**config.mk**
```make
export PLATFORM = sky130hd
export DESIGN_NAME = prog_loader
export DESIGN_NICKNAME = d
export VERILOG_FILES = /design/src/rtl/prog_loader_pkg.sv /design/src/rtl/prog_ram.sv /design/src/rtl/prog_loader.sv
export SDC_FILE = /design/constraint.sdc
export NUM_CORES = 1
export LEC_CHECK = 0
export BUFFER_PORTS_ARGS = -buffer_cell sky130_fd_sc_hd__buf_2
export CAP_MARGIN = 15
export CORE_UTILIZATION = 43
export CTS_CLUSTER_DIAMETER = 120
export DETAILED_ROUTE_END_ITERATION = 16
export PLACE_DENSITY_LB_ADDON = 0.05
export SLEW_MARGIN = 25
export SYNTH_ARGS = -nofsm -noshare
export SYNTH_HDL_FRONTEND = slang
export SYNTH_SLANG_ARGS = --single-unit
```
**constraint.sdc**
```tcl
create_clock -name clk -period 2.1 [get_ports clk]
set_clock_uncertainty 0.15 [all_clocks]
set_input_delay 0.21 -clock clk [delete_from_list [all_inputs] [get_ports clk]]
set_output_delay 0.21 -clock clk [all_outputs]
set_load 0.1 [all_outputs]
```
**src/rtl/prog_loader_pkg.sv**
```systemverilog
// Shared types and constants for the instruction-memory loader.
package prog_loader_pkg;

    typedef enum logic [1:0] {
        ST_RUN     = 2'd0,
        ST_LOAD    = 2'd1,
        ST_RELEASE = 2'd2
    } state_t;

    localparam int         MEM_DEPTH = 16;
    localparam logic [7:0] INSN_NOP  = 8'h00;   // MOV A,A

    // Opcode prefixes (5 MSBs of an instruction). Low bits of each
    // prefix are don't-care in the CPU decoder and are shown as 0 here.
    localparam logic [4:0] OPC_MVI = 5'b10100;  // 1010z
    localparam logic [4:0] OPC_MOV = 5'b00000;  // 00zzz
    localparam logic [4:0] OPC_JMP = 5'b10010;  // 1001z

    // Build an instruction byte from a 5-bit opcode prefix and a 3-bit operand.
    function automatic logic [7:0] mk_insn(input logic [4:0] opc, input logic [2:0] arg);
        return {opc, arg};
    endfunction

endpackage

```
**src/rtl/prog_ram.sv**
```systemverilog
// Program RAM: asynchronous read, synchronous write, synchronous clear-all.
module prog_ram #(
    parameter int ADDR_W = 4,
    parameter int DATA_W = 8
) (
    input  logic              clk,
    input  logic              clr,
    input  logic              we,
    input  logic [ADDR_W-1:0] waddr,
    input  logic [DATA_W-1:0] wdata,
    input  logic [ADDR_W-1:0] raddr,
    output logic [DATA_W-1:0] rdata
);

    localparam int DEPTH = 2 ** ADDR_W;

    logic [DEPTH-1:0][DATA_W-1:0] mem;

    // Clear wins over write so a reset during a load never leaves a stray byte.
    always_ff @(posedge clk) begin
        if (clr)
            mem <= '0;
        else if (we)
            mem[waddr] <= wdata;
    end

    // Fetch path: CPU decodes the byte in the same cycle it presents the address.
    assign rdata = mem[raddr];

endmodule

```
**src/rtl/prog_loader.sv**
```systemverilog
// Instruction-memory responder with a host byte-stream reload port.
// Holds the CPU in reset while a program is being written, then releases it.
module prog_loader
    import prog_loader_pkg::*;
#(
    parameter int ADDR_W = 4,
    parameter int DATA_W = 8
) (
    input  logic              clk,
    input  logic              reset,
    input  logic [ADDR_W-1:0] addr,
    output logic [DATA_W-1:0] dout,
    input  logic              load_start,
    input  logic              load_end,
    input  logic [DATA_W-1:0] in_data,
    input  logic              in_valid,
    output logic              in_ready,
    output logic              cpu_reset,
    output logic              loading,
    output logic [ADDR_W:0]   load_count
);

    localparam int            DEPTH = 2 ** ADDR_W;
    localparam logic [ADDR_W:0] LAST = (ADDR_W + 1)'(DEPTH - 1);

    state_t            state, state_nx;
    logic [ADDR_W-1:0] wptr;
    logic              mem_clr;
    logic              mem_we;

    // State register; reset parks in RELEASE so the CPU sees one more reset cycle.
    always_ff @(posedge clk) begin
        if (reset)
            state <= ST_RELEASE;
        else
            state <= state_nx;
    end

    // Next state plus RAM clear/write strobes.
    always_comb begin
        state_nx = state;
        mem_clr  = 1'b0;
        mem_we   = 1'b0;
        case (state)
            ST_RUN: begin
                if (load_start) begin
                    state_nx = ST_LOAD;
                    mem_clr  = 1'b1;
                end
            end
            ST_LOAD: begin
                // in_ready is 1 throughout LOAD, so any valid byte is accepted.
                mem_we = in_valid;
                if (load_end || (in_valid && load_count == LAST))
                    state_nx = ST_RELEASE;
            end
            ST_RELEASE: state_nx = ST_RUN;
            default:    state_nx = ST_RUN;
        endcase
    end

    // Write pointer and byte count; the count is held after a load for the host to read.
    always_ff @(posedge clk) begin
        if (reset || mem_clr) begin
            wptr       <= '0;
            load_count <= '0;
        end else if (mem_we) begin
            wptr       <= wptr + 1'b1;
            load_count <= load_count + 1'b1;
        end
    end

    // Outputs decode registered state only: no input reaches cpu_reset/in_ready.
    assign in_ready  = (state == ST_LOAD);
    assign loading   = (state == ST_LOAD);
    assign cpu_reset = (state != ST_RUN);

    prog_ram #(
        .ADDR_W (ADDR_W),
        .DATA_W (DATA_W)
    ) u_ram (
        .clk   (clk),
        .clr   (reset | mem_clr),
        .we    (mem_we & ~reset),
        .waddr (wptr),
        .wdata (in_data),
        .raddr (addr),
        .rdata (dout)
    );

endmodule

```
Yosys cells after proc, flatten, opt, wreduce, memory -nomap -nowiden
Cells that the tools add are included.
{"block": "classes", "add_sub_neg": 2, "magnitude_cmp": 3, "eq_ne": 4, "n_mux": 11, "n_bitwise": 3, "reduce_logical": 7}
{"cell": "128-bit bitwise mux", "n": 1}
{"cell": "8-bit binary-select mux with 4-bit select", "n": 1}
{"cell": "8-bit demux with 4-bit select", "n": 1}
{"cell": "8-bit 2-to-1 mux", "n": 2}
{"cell": "4-bit by 5-bit < comparator with 1-bit output (second input constant)", "n": 2}
{"cell": "5-bit by 1-bit adder with 5-bit output (second input constant)", "n": 1}
{"cell": "5-bit by 4-bit equality test with 1-bit output (second input constant)", "n": 1}
{"cell": "4-bit by 1-bit adder with 4-bit output (second input constant)", "n": 1}
{"cell": "4-bit by 1-bit >= comparator with 1-bit output (second input constant)", "n": 1}
{"cell": "2-bit 2-to-1 mux", "n": 2}
{"cell": "2-bit case mux with 2 select lines", "n": 1}
{"cell": "1-bit 2-to-1 mux", "n": 3}
{"cell": "2-bit by 1-bit equality test with 1-bit output (second input constant)", "n": 1}
{"cell": "1-bit logical AND", "n": 2}
{"cell": "2-bit logical NOT", "n": 1}
{"cell": "1-bit logical OR", "n": 2}
{"cell": "2-bit by 1-bit inequality test with 1-bit output (second input constant)", "n": 1}
{"cell": "2-bit inequality test (second input constant)", "n": 1}
{"cell": "2-bit AND reduction", "n": 1}
{"cell": "2-bit nonzero test", "n": 1}
{"cell": "1-bit bitwise AND", "n": 1}
{"cell": "1-bit NOT", "n": 1}
{"cell": "1-bit bitwise OR", "n": 1}
{"block": "word_totals", "ff_bits": 139, "out_inout_bits": 16}

Depth between registers and ports, before layout
Gate-level depths: netlist of run 1.
{"block": "depth", "word_depth": 5, "depth_mapped": 6, "ltp_nobuf": 6}

Modules after synthesis
From an unflattened synthesis of run 1, not the netlist that was laid out.
{"block": "hier_totals", "cells_unflattened": 745, "area_unflattened_um2": 6580.1}
{"module": "prog_ram", "n_inst": 1, "cells_per_inst": 690, "area_per_inst_um2": 6065.8}
{"module": "prog_loader", "n_inst": 1, "cells_per_inst": 55, "area_per_inst_um2": 514.2}

Least setup slack after synthesis of run 1
OpenSTA, ideal clock, no wires.
{"block": "synth_path", "kind": "register to register", "from": "register load_count[0]", "to": "register load_count[4]", "setup_ns": 0.070, "arrival_time_ns": 2.017, "setup_slack_ns": -0.137, "path_stages_with_launch": 6, "n_path_buf": 0, "synth_period_minus_slack_ns": 2.237, "cell_sequence": "dfxtp_1 -> ha_1 -> and3_1 -> ha_1 -> or2_2 -> a21oi_1"}
{"block": "synth_via", "elab_chain_len": 1}
{"element": "from (decl)", "line_no": "prog_loader.sv:20", "text": "output logic [ADDR_W:0] load_count"}
{"element": "from (signal assigned)", "line_no": "prog_loader.sv:69", "text": "load_count <= load_count + 1'b1;"}
{"element": "5-bit by 1-bit adder with 5-bit output", "line_no": "prog_loader.sv:69"}
Every way passes these cells.
A chain may end at the register's enable or synchronous reset.

Worst setup path after layout of run 1
{"block": "layout_path", "from": "register u_ram.mem[82] (netlist bit)", "to": "output dout[2]"}
{"block": "layout_via", "elab_chain_len": 2}
{"element": "from (decl)", "line_no": "prog_ram.sv:17", "text": "logic [DEPTH-1:0][DATA_W-1:0] mem;"}
{"element": "from (signal, indexed assignment)", "line_no": "prog_ram.sv:24", "text": "mem[waddr] <= wdata;"}
{"element": "8-bit binary-select mux with 4-bit select", "line_no": "prog_ram.sv:28", "text": "assign rdata = mem[raddr];"}
{"element": "8-bit 2-to-1 mux (not written as such)", "line_no": "prog_ram.sv:28"}
{"element": "to (decl)", "line_no": "prog_loader.sv:12", "text": "output logic [DATA_W-1:0] dout,"}
Every way passes these cells. The select of a mux whose other input is x is not followed.

==> flow_summary.toml, run 1 <==
[run_status]
status = "finished with violations"
violations = "DRC, setup timing"

[route]
wl_per_cell_um = 20.8
vias = 4833
routed_via_density = 5.76
first_pass_iters = 10
dr.first_iter.drc_count = 409
drcViolationCount = 3
final_antenna_net_count = 0
routed_wl_um = 17500

[final_layout]
fin_nets = 665
syn2layout_area_growth_pct = 20.2
final_layout_size_suffix_gt1_share_pct = 27.0
num_antenna_cells = 0

[synthesis]
synth_warnings = 0
syn_nets = 617
ys_ff_latch = 139
synthDistinctLibCells = 39
syn_area_um2 = 6580
syn_area_per_cell_um2 = 11.1
seq_area_frac_synth_pct = 42.3
netlist_instances = 594

[timing]
min_period_over_period_pct = 101
slew_headroom_pct = 65.1
setup_viol = 2
finalHoldViolations = 0
drv_slew = 0
worst_pin_slew_ns = 0.523
min_period_ns = 2.11
setup_ws_ns = -0.0128
rsz0062_at_grt = "true"
max_freq_mhz = 473

[min_path]
min-delay-start = "in_valid"
hold_path_end = "state[1]$_SDFFE_PP1P_"
hold_class = "input port to flip-flop"
hold_depth = 3

[worst_setup_path]
rr_worst_depth = 7
crit_chain = "mux4_2 > a22oi_2 > nand2_2 > buf_12"
worstReg2RegEnd = "state[0]$_SDFFE_PP0P_"
cp_slowest_cell = "mux4_2"
arrival_ns = 1.75
slowest_delay_ns = 0.46
worst-r2r-setup-slack_ns = 0.03
worstPathRequired_ns = 1.74
cp_num_buf_inv = 1
critPathTopFamily = "multiplexers"
endpoint_kind = "output port"
criticalPathCategory = "flip-flop to output port"
crit_fanout = 2
r2r_start = "load_count[0]$_SDFFE_PP0N_"
worstSetupStartpointType = "flip-flop"
crit_start = "u_ram.mem[82]$_SDFFE_PP0P_"

[place]
portBuffers = 32
gp_congestion = 0.758
hpwl_um = 12000
dpl_worst_slack_ns = -0.0406

[power]
switching_share_pct = 22.7
power_mw = 6.03
powerDensity_nw_per_um2 = 763
clkPwrFrac_pct = 50.0
comb_power_share_pct = 6.1
ir_worst_vdd_mv = 0.573
seqPwrFrac_pct = 43.9
leakage_nw = 3.86
cellInternalPower_mw = 4.67
p_sw_mw = 1.37

[global_route]
grt_pass1_wl_um = 27900
grt_util_all_layers_pct = 23.4
grt_antenna_before_repair = 0
grt_pass1_vias = 4972
overflow = 0
grt_max_degree = 36

[floorplanning]
std_cell_rows = 44
dieArea_um2 = 15800
initial_core_util_pct = 44.6
die_w_um = 126
ios = 33
dieHeight_um = 126
core_um2 = 14800

[clocking]
cts_root_buffer = "clkbuf_16"
numCtsBuffers = 17
clock_latency_ns = 0.41
htree_levels = 4
clkTransAtPathRegs_ns = 0.06
cts_tree = "done"
cts_buffer_depth = 2
cts.sinks = 139
cts_setup_buffers = 0

[flow_run]
drv_cap = 0
==> synthesized netlist by cell type <==
library cell  number  area share [%]
nand2_4            1            0.17
clkinv_1           1           0.057
mux4_1            16             6.4
nand4b_1           4            0.53
nand2b_1           1           0.095
buf_12             2            0.61
and4b_1            1            0.15
and4bb_2           1            0.19
and2_1             1           0.095
xnor2_1            1            0.13
and3b_1            3            0.40
or3_1              2            0.19
or2_2              2            0.19
buf_8              1            0.23
mux4_2            16             5.5
buf_4              6            0.68
nor3_1             1           0.076
nand3_1          138              11
a22oi_1           16             1.8
nor2b_1            2            0.19
nor2_1             7            0.40
clkbuf_1          19             1.1
and3_1             1           0.095
buf_2             15             1.1
buf_1              6            0.34
buf_6              6             1.0
xor2_1             3            0.40
a21oi_1            4            0.30
mux2i_1          131              20
or3b_1             1            0.13
nand3b_2           1            0.17
ha_1               6             1.1
o21ai_0            3            0.23
nand2_2            6            0.57
nand3_2            8             1.2
nand2_1            9            0.51
nor2_2             1           0.095
dfxtp_1          139              42
inv_1             12            0.68
==> per-layer routing <==
layer  part of all wire (%)  routed length [um]  vias to the layer above  GRT usage, %
met5                      0                   0                        -             0
met4                    1.4                 252                        0          6.31
met3                    4.5                 788                       22          5.82
met2                     47                8240                      106          37.6
met1                     47                8170                     2409          31.4
li1                       -                   -                     2296             -
==> cell usage in the layout (no fill, tap or decap), drive strengths merged, types with 2 or more instances in the layout <==
cell type | netlist | routed
a22oi | 16 | 16
nand3 | 146 | 146
a21oi | 4 | 4
nand4b | 4 | 4
ha | 6 | 6
xor2 | 3 | 3
nand2 | 16 | 16
nor2 | 8 | 8
buf | 36 | 78
dfxtp | 139 | 139
clkinv | 1 | 5
mux2i | 131 | 131
nor2b | 2 | 2
clkbuf | 19 | 26
mux4 | 32 | 32
dlygate4sd3 | 0 | 6
inv | 12 | 12
bufinv | 0 | 2
o21ai | 3 | 3
or2 | 2 | 2
or3 | 2 | 2
and3b | 3 | 3
==> sequential cells by signal (all words and copies together) (netlist names) <==
signal and flops:
load_count 5, state 2, u_ram.mem 128, wptr 4
==> power groups by stage <==
| stage | Sequential [mW] | Combinational, mW | Clock [mW] |
|---|---|---|---|
| global placement | 2.70 | 0.352 | 0 |
| detailed placement | 2.70 | 0.353 | 0 |
| finish | 2.65 | 0.369 | 3.02 |
| floorplan | 2.70 | 0.243 | 0 |
| CTS | 2.65 | 0.367 | 3.06 |
| global route | 2.65 | 0.397 | 3.17 |
==> worst max-delay path by stage <==
stage,end,cells past startpoint
after floorplan,dout[3],6
after global placement,dout[4],6
after detailed placement,dout[2],6
after CTS,dout[4],4
after global routing,state[0]$_SDFFE_PP0P_,7
final,dout[2],4
==> kinds of logic (layout without fill, tap and decap cells) <==
logic type	after synthesis	in the layout	share of synthesized area, %
fa+ha+maj	6	6	1.14
mux	163	163	31.8
xor+xnor	4	4	0.533
flops	139	139	42.3
compound gates	23	23	2.36
buf+inv	68	129	5.86
simple gates	191	191	16.0
==> per-stage QoR <==
| stage | TNS (ns) | utilization, % | instance area (um2) | hold WS [ns] | cells |
|---|---|---|---|---|---|
| 6_report | -0.0156 | 53.6 | 7900 | 0.0261 | 839 |
| 5_1_grt | -0.279 | 53.6 | 7900 | 0.0631 | 839 |
| 4_1_cts | -0.0263 | 53.1 | 7840 | 0.0313 | 839 |
| 3_5_place_dp | -0.0708 | 47.9 | 7070 | 0.312 | 801 |
| 3_3_place_gp | -0.0425 | 47.9 | 7070 | 0.304 | 801 |
| 2_1_floorplan | 0 | - | 6580 | 0.137 | 594 |
==> worst reg2reg max path, delay by kind of cell (launching register included) <==
| family | cells | cell delay, ns |
|---|---|---|
| mux | 1 | 0.08 |
| buf+inv | 1 | 0.58 |
| simple gates | 2 | 0.34 |
| flops | 1 | 0.34 |
| compound gates | 1 | 0.13 |
| fa+ha+maj | 2 | 0.38 |
==> area by class of cell <==
| class | instances | area, um2 |
|---|---|---|
| Tap cell | 184 | 230 |
| Fill cell | 1317 | 6850 |
| Clock inverter | 6 | 83.8 |
| Inverter | 13 | 51.3 |
| Sequential cell | 139 | 2790 |
| Timing Repair Buffer | 84 | 759 |
| Multi-Input combinational cell | 387 | 3480 |
| Clock buffer | 26 | 509 |
==> repair_timing <==
| item | 4_1_cts | 5_1_grt |
|---|---|---|
| hold buffers | 6 | 0 |
| pin swaps | 5 | 9 |
| endpoints found under the setup margin | 8 | 8 |
| hold endpoints to repair | 10 | 0 |
| gates resized for setup | 33 | 27 |
No activity file was read; power rests on OpenSTA's default activity.
==> inputs of run 2 (changes only) <==
--- a/config.mk
+++ b/config.mk
@@ -6,8 +6,8 @@
 export NUM_CORES = 1
 export LEC_CHECK = 0
 export BUFFER_PORTS_ARGS = -buffer_cell sky130_fd_sc_hd__buf_2
-export CAP_MARGIN = 15
-export CORE_UTILIZATION = 43
+export CAP_MARGIN = 40
+export CORE_UTILIZATION = 61
 export CTS_CLUSTER_DIAMETER = 120
 export DETAILED_ROUTE_END_ITERATION = 16
 export PLACE_DENSITY_LB_ADDON = 0.05
==> flow_summary.toml, run 2 (synthesis gave the netlist of run 1 again) <==
[final_layout]
num_antenna_cells = 0
final_common_cell = "nand3_1"
regMostFlops = "u_ram.mem"
final_layout_size_suffix_gt1_share_pct = 24.8
reg_top3 = "u_ram.mem: 128 flops, load_count: 5 flops, wptr: 4 flops"
layout_common_cells = "138 x nand3_1, 131 x mux2i_1, 130 x dfxtp_1"
syn2layout_area_growth_pct = 18.7
fin_nets = 646
largest_reg_flops = 128

[clocking]
numCtsBuffers = 17
htree_levels = 4
cts_tree = "done"
clock_latency_ns = 0.54
cts.sinks = 139
clkTransAtPathRegs_ns = 0.06
cts_root_buffer = "clkbuf_8"
cts_buffer_depth = 2

[timing]
holdWs_ns = 0.290
rsz0062_at_grt = "true"
slew_headroom_pct = 57.5
max_freq_mhz = 448
drv_slew = 0
worst_pin_slew_ns = 0.638
setup_tns_ns = -0.867
min_period_over_period_pct = 106
setup_viol = 8
min_period_ns = 2.23
finalHoldViolations = 0
setup_ws_ns = -0.131

[worst_setup_path]
worst-r2r-setup-slack_ns = 0.07
arrival_ns = 1.87
worstSetupStartpointType = "flip-flop"
worstPathRequired_ns = 1.74
rr_worst_depth = 6
crit_fanout = 2
criticalPathCategory = "flip-flop to output port"
endpoint_kind = "output port"
slowest_delay_ns = 0.53
crit_chain = "mux4_2 > a22oi_2 > nand2_2 > buf_12"
cp_slowest_cell = "mux4_2"

[global_route]
grt_pass1_vias = 4774
grt_max_degree = 71
grt_pass1_wl_um = 25700
grt_antenna_before_repair = 0
grt_util_all_layers_pct = 30.7
overflow = 0

[min_path]
hold_class = "input port to flip-flop"
hold_depth = 3

[floorplanning]
die_w_um = 106
initial_core_util_pct = 63.4
std_cell_rows = 37
ios = 33
core_um2 = 10400
dieArea_um2 = 11200
dieHeight_um = 106

[route]
drcViolationCount = 0
dr.first_iter.drc_count = 316
final_antenna_net_count = 0
first_pass_iters = 6
routed_wl_um = 16100
vias = 4876
wl_per_cell_um = 20.9
routed_via_density = 6.32

[power]
p_sw_mw = 1.38
switching_share_pct = 21.5
leakage_nw = 3.80
clkPwrFrac_pct = 53.1
ir_worst_vdd_mv = 0.710
seqPwrFrac_pct = 41.4
cellInternalPower_mw = 5.02
powerDensity_nw_per_um2 = 819
comb_power_share_pct = 5.5

[flow_run]
drv_cap = 0

[place]
hpwl_um = 10200
gp_congestion = 0.817
portBuffers = 32

[run_status]
status = "finished with violations"
violations = "setup timing"
## run 2: cell count changes in the layout (fill, tap and decap cells not counted), sizes merged
cell	before	now
dlygate4sd3	6	13
clkbuf	26	21
bufinv	2	6
buf	78	52
clkinv	5	4
clkinvlp	0	2
## run 2: power by group through the flow
stage               Combinational (mW)  Clock (mW)  Sequential, mW
CTS                              0.347        3.42            2.65
detailed placement               0.325           0            2.71
finish                           0.353        3.39            2.65
global route                     0.376        3.54            2.65
global placement                 0.319           0            2.71
floorplan                        0.243           0            2.70
## run 2: layer usage
| metal | vias up | track usage, % | wire (um) |
|---|---|---|---|
| li1 | 2258 | - | - |
| met1 | 2439 | 40.7 | 7240 |
| met2 | 148 | 47.6 | 7530 |
| met3 | 31 | 7.98 | 970 |
| met4 | 0 | 13.0 | 407 |
| met5 | - | 0 | 0 |
## run 2: what timing repair did
item | CTS | global route
pin swaps | 6 | 6
gates resized for setup | 43 | 24
setup endpoints to repair | 8 | 9
hold buffers | 13 | 1
buffers inserted | 0 | 1
endpoints found under the hold margin | 57 | 1
## run 2: area by class of cell
type	instances	area (um2)
clock inverter	11	214
multi-input combinational	387	3490
timing repair buffer	65	623
inverter	13	51.3
fill	727	2560
tap	136	170
sequential	139	2790
clock buffer	21	459
## run 2: final timing paths
path,start,endpoint
hold / removal,reset,state[0]$_SDFFE_PP0P_
setup / recovery,u_ram.mem[26]$_SDFFE_PP0P_,dout[2]
setup reg to reg,load_count[0]$_SDFFE_PP0N_,state[1]$_SDFFE_PP1P_
hold reg to reg,u_ram.mem[93]$_SDFFE_PP0P_,u_ram.mem[93]$_SDFFE_PP0P_
## run 2: through the flow
stage	worst slack (ns)	instance area (um2)	power, mW	instances	util (%)
3_5_place_dp	-0.0253	6780	3.03	726	65.4
3_3_place_gp	0.0212	6780	3.02	726	65.4
2_1_floorplan	0.0261	6580	2.95	594	-
6_report	-0.131	7810	6.39	772	75.3
4_1_cts	-0.133	7710	6.42	771	74.4
5_1_grt	-0.161	7810	6.57	772	75.3
## run 2: worst max-delay path: cells and delay by family (launching register included)
kind | cells | cell delay [ns]
multiplexers | 1 | 0.53
flip-flops | 1 | 0.32
AO/OA/AOI/OAI | 1 | 0.20
AND/OR/NAND/NOR | 1 | 0.11
buffers and inverters | 1 | 0.18
